$ cat config.mk
export PLATFORM = sky130hd
export DESIGN_NAME = mem_arbiter
export DESIGN_NICKNAME = d
export VERILOG_FILES = /design/src/rtl/mem_arbiter.sv
export SDC_FILE = /design/constraint.sdc
export NUM_CORES = 1
export LEC_CHECK = 0
export CORE_AREA = 5 5 118 120
export CTS_BUF_LIST = sky130_fd_sc_hd__clkbuf_2 sky130_fd_sc_hd__clkbuf_4 sky130_fd_sc_hd__clkbuf_8
export DETAILED_ROUTE_END_ITERATION = 6
export DIE_AREA = 0 0 123 125
export GPL_TIMING_DRIVEN = 0
export PLACE_DENSITY = 0.9
export RECOVER_POWER = 100
export SLEW_MARGIN = 10
export SYNTH_ARGS = -nofsm -noshare
export SYNTH_HDL_FRONTEND = slang
export SYNTH_SLANG_ARGS = --single-unit
$ cat constraint.sdc
create_clock -name clk_i -period 2.66 [get_ports clk_i]
set_clock_uncertainty 0.1 [all_clocks]
set_input_delay 0.532 -clock clk_i [delete_from_list [all_inputs] [get_ports clk_i]]
set_output_delay 0.532 -clock clk_i [all_outputs]
set_load 0.02 [all_outputs]
$ cat src/rtl/mem_arbiter.sv
// Two-port (instruction fetch / data) arbiter onto one shared memory port.
// Round-robin grant, one outstanding transaction, with a response timeout.
module mem_arbiter #(
    parameter int RegBits       = 32,
    parameter int TimeoutCycles = 16
) (
    input  logic               clk_i,
    input  logic               rst_i,
    input  logic               if_req_i,
    input  logic [RegBits-1:0] if_addr_i,
    output logic               if_gnt_o,
    output logic               if_rvalid_o,
    output logic [RegBits-1:0] if_rdata_o,
    input  logic               dm_req_i,
    input  logic               dm_we_i,
    input  logic [RegBits-1:0] dm_addr_i,
    input  logic [RegBits-1:0] dm_wdata_i,
    output logic               dm_gnt_o,
    output logic               dm_rvalid_o,
    output logic [RegBits-1:0] dm_rdata_o,
    output logic               err_o,
    output logic               busy_o,
    output logic               mem_req_o,
    output logic               mem_we_o,
    output logic [RegBits-1:0] mem_addr_o,
    output logic [RegBits-1:0] mem_wdata_o,
    input  logic               mem_ready_i,
    input  logic               mem_rvalid_i,
    input  logic [RegBits-1:0] mem_rdata_i
);

    typedef enum logic [1:0] {
        ST_IDLE = 2'd0,
        ST_REQ  = 2'd1,
        ST_WAIT = 2'd2
    } state_e;

    localparam logic [7:0] TmoLast = 8'(TimeoutCycles - 1);

    state_e             state_q, state_d;
    logic               last_dm_q, last_dm_d;
    logic               we_q, we_d;
    logic [RegBits-1:0] addr_q, addr_d;
    logic [RegBits-1:0] wdata_q, wdata_d;
    logic [7:0]         cnt_q, cnt_d;
    logic               if_rvalid_q, if_rvalid_d;
    logic               dm_rvalid_q, dm_rvalid_d;
    logic               err_q, err_d;
    logic [RegBits-1:0] if_rdata_q, if_rdata_d;
    logic [RegBits-1:0] dm_rdata_q, dm_rdata_d;

    logic any_req_s, pick_dm_s, grant_s, rsp_s, tmo_s, done_s;

    // Arbitration and end-of-transaction decode; last_dm_q doubles as the current owner
    always_comb begin
        any_req_s = if_req_i | dm_req_i;
        if (if_req_i && dm_req_i) begin
            pick_dm_s = ~last_dm_q;
        end else begin
            pick_dm_s = dm_req_i;
        end
        grant_s = rst_i && (state_q == ST_IDLE) && any_req_s;
        rsp_s   = (state_q == ST_WAIT) && mem_rvalid_i;
        tmo_s   = (state_q == ST_WAIT) && !mem_rvalid_i && (cnt_q == TmoLast);
        done_s  = rsp_s | tmo_s;
    end

    // FSM state register
    always_ff @(posedge clk_i or negedge rst_i) begin
        if (!rst_i) begin
            state_q <= ST_IDLE;
        end else begin
            state_q <= state_d;
        end
    end

    // FSM next-state logic
    always_comb begin
        state_d = state_q;
        case (state_q)
            ST_IDLE: begin
                if (any_req_s) state_d = ST_REQ;
                else           state_d = ST_IDLE;
            end
            ST_REQ: begin
                if (mem_ready_i) state_d = ST_WAIT;
                else             state_d = ST_REQ;
            end
            ST_WAIT: begin
                if (done_s) state_d = ST_IDLE;
                else        state_d = ST_WAIT;
            end
            default: state_d = ST_IDLE;
        endcase
    end

    // FSM outputs
    always_comb begin
        if_gnt_o    = grant_s & ~pick_dm_s;
        dm_gnt_o    = grant_s & pick_dm_s;
        mem_req_o   = (state_q == ST_REQ);
        busy_o      = (state_q != ST_IDLE);
        mem_we_o    = we_q;
        mem_addr_o  = addr_q;
        mem_wdata_o = wdata_q;
        if_rvalid_o = if_rvalid_q;
        if_rdata_o  = if_rdata_q;
        dm_rvalid_o = dm_rvalid_q;
        dm_rdata_o  = dm_rdata_q;
        err_o       = err_q;
    end

    // Datapath next values: request capture, timeout counter, response staging
    always_comb begin
        if (grant_s) begin
            last_dm_d = pick_dm_s;
            we_d      = pick_dm_s & dm_we_i;
            addr_d    = pick_dm_s ? dm_addr_i : if_addr_i;
            wdata_d   = pick_dm_s ? dm_wdata_i : '0;
        end else begin
            last_dm_d = last_dm_q;
            we_d      = we_q;
            addr_d    = addr_q;
            wdata_d   = wdata_q;
        end

        if (state_q == ST_REQ && mem_ready_i) begin
            cnt_d = 8'd0;
        end else if (state_q == ST_WAIT && !done_s) begin
            cnt_d = cnt_q + 8'd1;
        end else begin
            cnt_d = cnt_q;
        end

        if_rvalid_d = done_s & ~last_dm_q;
        dm_rvalid_d = done_s & last_dm_q;
        err_d       = tmo_s;

        if (if_rvalid_d) begin
            if_rdata_d = tmo_s ? '0 : mem_rdata_i;
        end else begin
            if_rdata_d = if_rdata_q;
        end
        // Write acknowledges return zero data
        if (dm_rvalid_d) begin
            dm_rdata_d = (tmo_s || we_q) ? '0 : mem_rdata_i;
        end else begin
            dm_rdata_d = dm_rdata_q;
        end
    end

    // Datapath registers
    always_ff @(posedge clk_i or negedge rst_i) begin
        if (!rst_i) begin
            last_dm_q   <= 1'b0;
            we_q        <= 1'b0;
            addr_q      <= '0;
            wdata_q     <= '0;
            cnt_q       <= 8'd0;
            if_rvalid_q <= 1'b0;
            dm_rvalid_q <= 1'b0;
            err_q       <= 1'b0;
            if_rdata_q  <= '0;
            dm_rdata_q  <= '0;
        end else begin
            last_dm_q   <= last_dm_d;
            we_q        <= we_d;
            addr_q      <= addr_d;
            wdata_q     <= wdata_d;
            cnt_q       <= cnt_d;
            if_rvalid_q <= if_rvalid_d;
            dm_rvalid_q <= dm_rvalid_d;
            err_q       <= err_d;
            if_rdata_q  <= if_rdata_d;
            dm_rdata_q  <= dm_rdata_d;
        end
    end

endmodule

==> out/qor.txt <==
Pins Over Slew Limit: 93
M3 GR Usage: 0.0750
first-pass GRT wire length: 29.5 mm
Placed Instances: 943
CP Class: primary input to primary output
vias in the first global route: 5,511
Synth area leaders: dfrtp_1 (62%), a22o_1 (9.8%), nand2_1 (6.6%), o21ai_0 (5.8%), mux2i_1 (5.6%)
GRT overflow: 0
die area: 15,400 µm²
largest net degree at the start of global routing: 93
IO Count: 271
Routed WL per cell: 19.4 µm
register share of total power: 0.360
Die Wd: 123 µm
YS warnings: 0
CP startpoint kind: primary input
post-synthesis sequential area ratio: 0.624
internal power: 6.10 mW
Max Cap Viol: 1
count of different cell masters after synthesis: 37
failing checks: capacitance limit, slew limit
Post-Route WL: 19.0 mm
area grow syn2layout: 59.2%
total track usage: 0.249
clock tree buffer depth: 2
post-synth top area share: 0.624
unrepaired setup endpoints after global routing: false
Min Hold Slack: 0.372 ns
reg-to-reg slack, setup: 0.23 ns
gr busiest metal: met2
final core occ: 0.709
Post-Layout Cell Count: 979
slowest cell on the critical path: clkdlybuf4s50_1
DR pass1 iterations: 5
highest clock rate: 386 MHz
ANT cells: 0
Req. time, crit path: 2.03 ns
antenna-violating nets left: 0
Cell Chain, Critical Path: clkdlybuf4s50_1 -> a21boi_4 -> buf_8 -> nor2b_1 -> clkdlybuf4s15_2
vias per cell: 5.32
Setup Viol. Count Final: 0
port buffer count: 270
Placer Congestion: 0.881
Synth Net Count: 632
H-tree Lvls: 4
Synth area leader: dfrtp_1
Pwr Total: 9.73 mW
Die Ht: 125 µm
clk_lat worst skew: 0.43 ns
maximum fanout along the worst path: 10
layout cells sized above 1: 0.0648
Mapped Avg Cell Area: 11.6 µm²
part of the power in combinational logic: 0.436
DRT iter0 DRCs: 326
worst vdd ir: 454 µV
worst r2r path cells: 6
Worst path max stage delay: 0.51 ns
status: complete, but fails checks
clock root cell: clkbuf_8
Hold Path Class: flop to flop
total core area: 12,900 µm²
grt met1 use: 0.280
Sw Share: 0.373
PD cells: 1070 nW/µm²
post-DP HPWL: 14.2 mm
Sink Count: 143
initial antenna violation count: 0
Mapped Area: 5740 µm²
worst r2r src: cnt_q[0]$_DFFE_PN0P_
Syn Inst Count: 496
met2 usage: 0.435
CTS buffer count: 17
Worst-Margin Slew: 1.96 ns
via count: 5,205
Critical Path Source: dm_req_i
CP Capture Type: primary output
Final nets: 928
synthesis-stage register bit count: 143
num rows: 42
Final min period: 2.59 ns
Reg clk slew, reported paths: 0.07 ns
Clk network pwr share: 0.204
crit path to: dm_gnt_o
Switch Pwr: 3.63 mW
Final period util: 0.974
reg2reg end: if_rdata_o[10]$_DFFE_PN0P_
DRC viols: 0
Filler Cell Count: 919
CTS tree: done
leakage: 4.31 nW
CP Data Arrival Time: 1.96 ns
initial core utilization: 0.446
Rel. slew slack: -0.306
Hold Fails Final Rpt: 0
## cell type report
type | instances | area (µm²) | share of cell area
timing repair buffer | 277 | 2740 | 0.300
sequential | 143 | 3580 | 0.392
tap | 176 | 220 | 0.0241
buffer | 35 | 186 | 0.0204
clock buffer | 20 | 275 | 0.0301
clock inverter | 10 | 185 | 0.0203
inverter | 5 | 18.8 | 0.00206
multi-input combinational | 313 | 1930 | 0.211
## cells in the final DEF (no fill, tap or decap), types with 4 or more instances in the layout
master / count
dfrtp_1: 143
dlygate4sd3_1: 136
clkdlybuf4s50_1: 131
nand2_1: 101
o21ai_0: 68
a22o_1: 64
mux2i_1: 32
clkbuf_1: 24
clkbuf_8: 21
buf_2: 7
nor2_1: 6
inv_1: 5
bufinv_16: 5
nand3_1: 4
clkinvlp_4: 4
## per-stage QoR
step | setup slack, ns | instance area (µm²) | setup TNS, ns
6_report | 0.0682 | 9130 | 0
4_1_cts | 0.00865 | 9260 | 0
3_5_place_dp | -1.16 | 8690 | -20.01
5_1_grt | 0.00360 | 9130 | 0
3_3_place_gp | -6.64 | 8660 | -1000.13
2_1_floorplan | 0.418 | 5740 | 0
## power groups by stage
stage | registers [mW] | clock network (mW) | logic, mW
2_1_floorplan | 4.48 | 0 | 1.14
3_3_place_gp | 3.52 | 0 | 4.38
3_5_place_dp | 3.57 | 0 | 4.49
4_1_cts | 3.53 | 2.00 | 4.60
5_1_grt | 3.61 | 2.11 | 4.54
6_report | 3.50 | 1.98 | 4.24
## layer usage
metal  vias up  wire length (µm)
li1       2353                 -
met1      2553              6970
met2       252              9770
met3        47              1710
met4         0               577
met5         -                 0
## Yosys cell counts, drive strengths merged
library cell  instances
a211o                 2
nor4                  2
a22o                 64
o211ai                3
a31oi                 1
dfrtp               143
clkbuf               22
nand4                 3
xnor2                 1
a211oi                1
nor2b                 3
a21o                  1
nor2                  6
and4b                 1
o31ai                 1
a21oi                 1
nand3                 4
inv                   5
o221ai                1
ha                    1
nor3                  3
a21boi                1
o21a                  1
nand2               101
and2                  3
nor3b                 1
or4                   1
buf                  13
and3                  3
o21ai                68
mux2i                32
nand2b                3
## state kept, by name, summed over array words and instances, names as in the netlist
| register | flops |
|---|---|
| err_o | 1 |
| cnt_q | 8 |
| if_rdata_o | 32 |
| state_q | 2 |
| mem_addr_o | 32 |
| last_dm_q | 1 |
| dm_rvalid_o | 1 |
| mem_wdata_o | 32 |
| mem_we_o | 1 |
| if_rvalid_o | 1 |
| dm_rdata_o | 32 |
## worst max-delay path, delay by kind of cell
kind | cells | cell delay [ns]
simple gates | 1 | 0.17
buf+inv | 3 | 0.99
compound gates | 1 | 0.26
## what timing repair did
item	4_1_cts	5_1_grt
hold endpoints to repair	51	0
pin swaps	1	0
setup buffers	4	0
setup endpoints to repair	2	2
hold buffers	2	0
gates resized for setup	19	2
cloned	0	0
## cell families (layout without fill, tap and decap cells)
group / count (synthesis) / in the layout / synth area share
flip-flops: 143 / 143 / 0.624
XOR/XNOR: 1 / 1 / 0.00153
multiplexers: 32 / 32 / 0.0558
AND/OR/NAND/NOR: 134 / 134 / 0.102
buffers and inverters: 40 / 347 / 0.0353
AO/OA/AOI/OAI: 145 / 145 / 0.179
adder cells (fa/ha/maj): 1 / 1 / 0.00218
## worst min path at each step
stage	from	end	slack [ns]	depth (start not counted)
final	mem_wdata_o[29]$_DFFE_PN0N_	mem_wdata_o[29]$_DFFE_PN0N_	0.37	2
after global routing	mem_wdata_o[22]$_DFFE_PN0N_	mem_wdata_o[22]$_DFFE_PN0N_	0.39	2
after CTS	rst_i	if_rdata_o[9]$_DFFE_PN0P_	0.02	2
after detailed placement	mem_addr_o[22]$_DFFE_PN0N_	mem_addr_o[22]$_DFFE_PN0N_	0.37	2
after global placement	mem_addr_o[1]$_DFFE_PN0N_	mem_addr_o[1]$_DFFE_PN0N_	0.36	2
after floorplan	rst_i	cnt_q[0]$_DFFE_PN0P_	0.14	0
No activity file was read; power rests on OpenSTA's default activity.
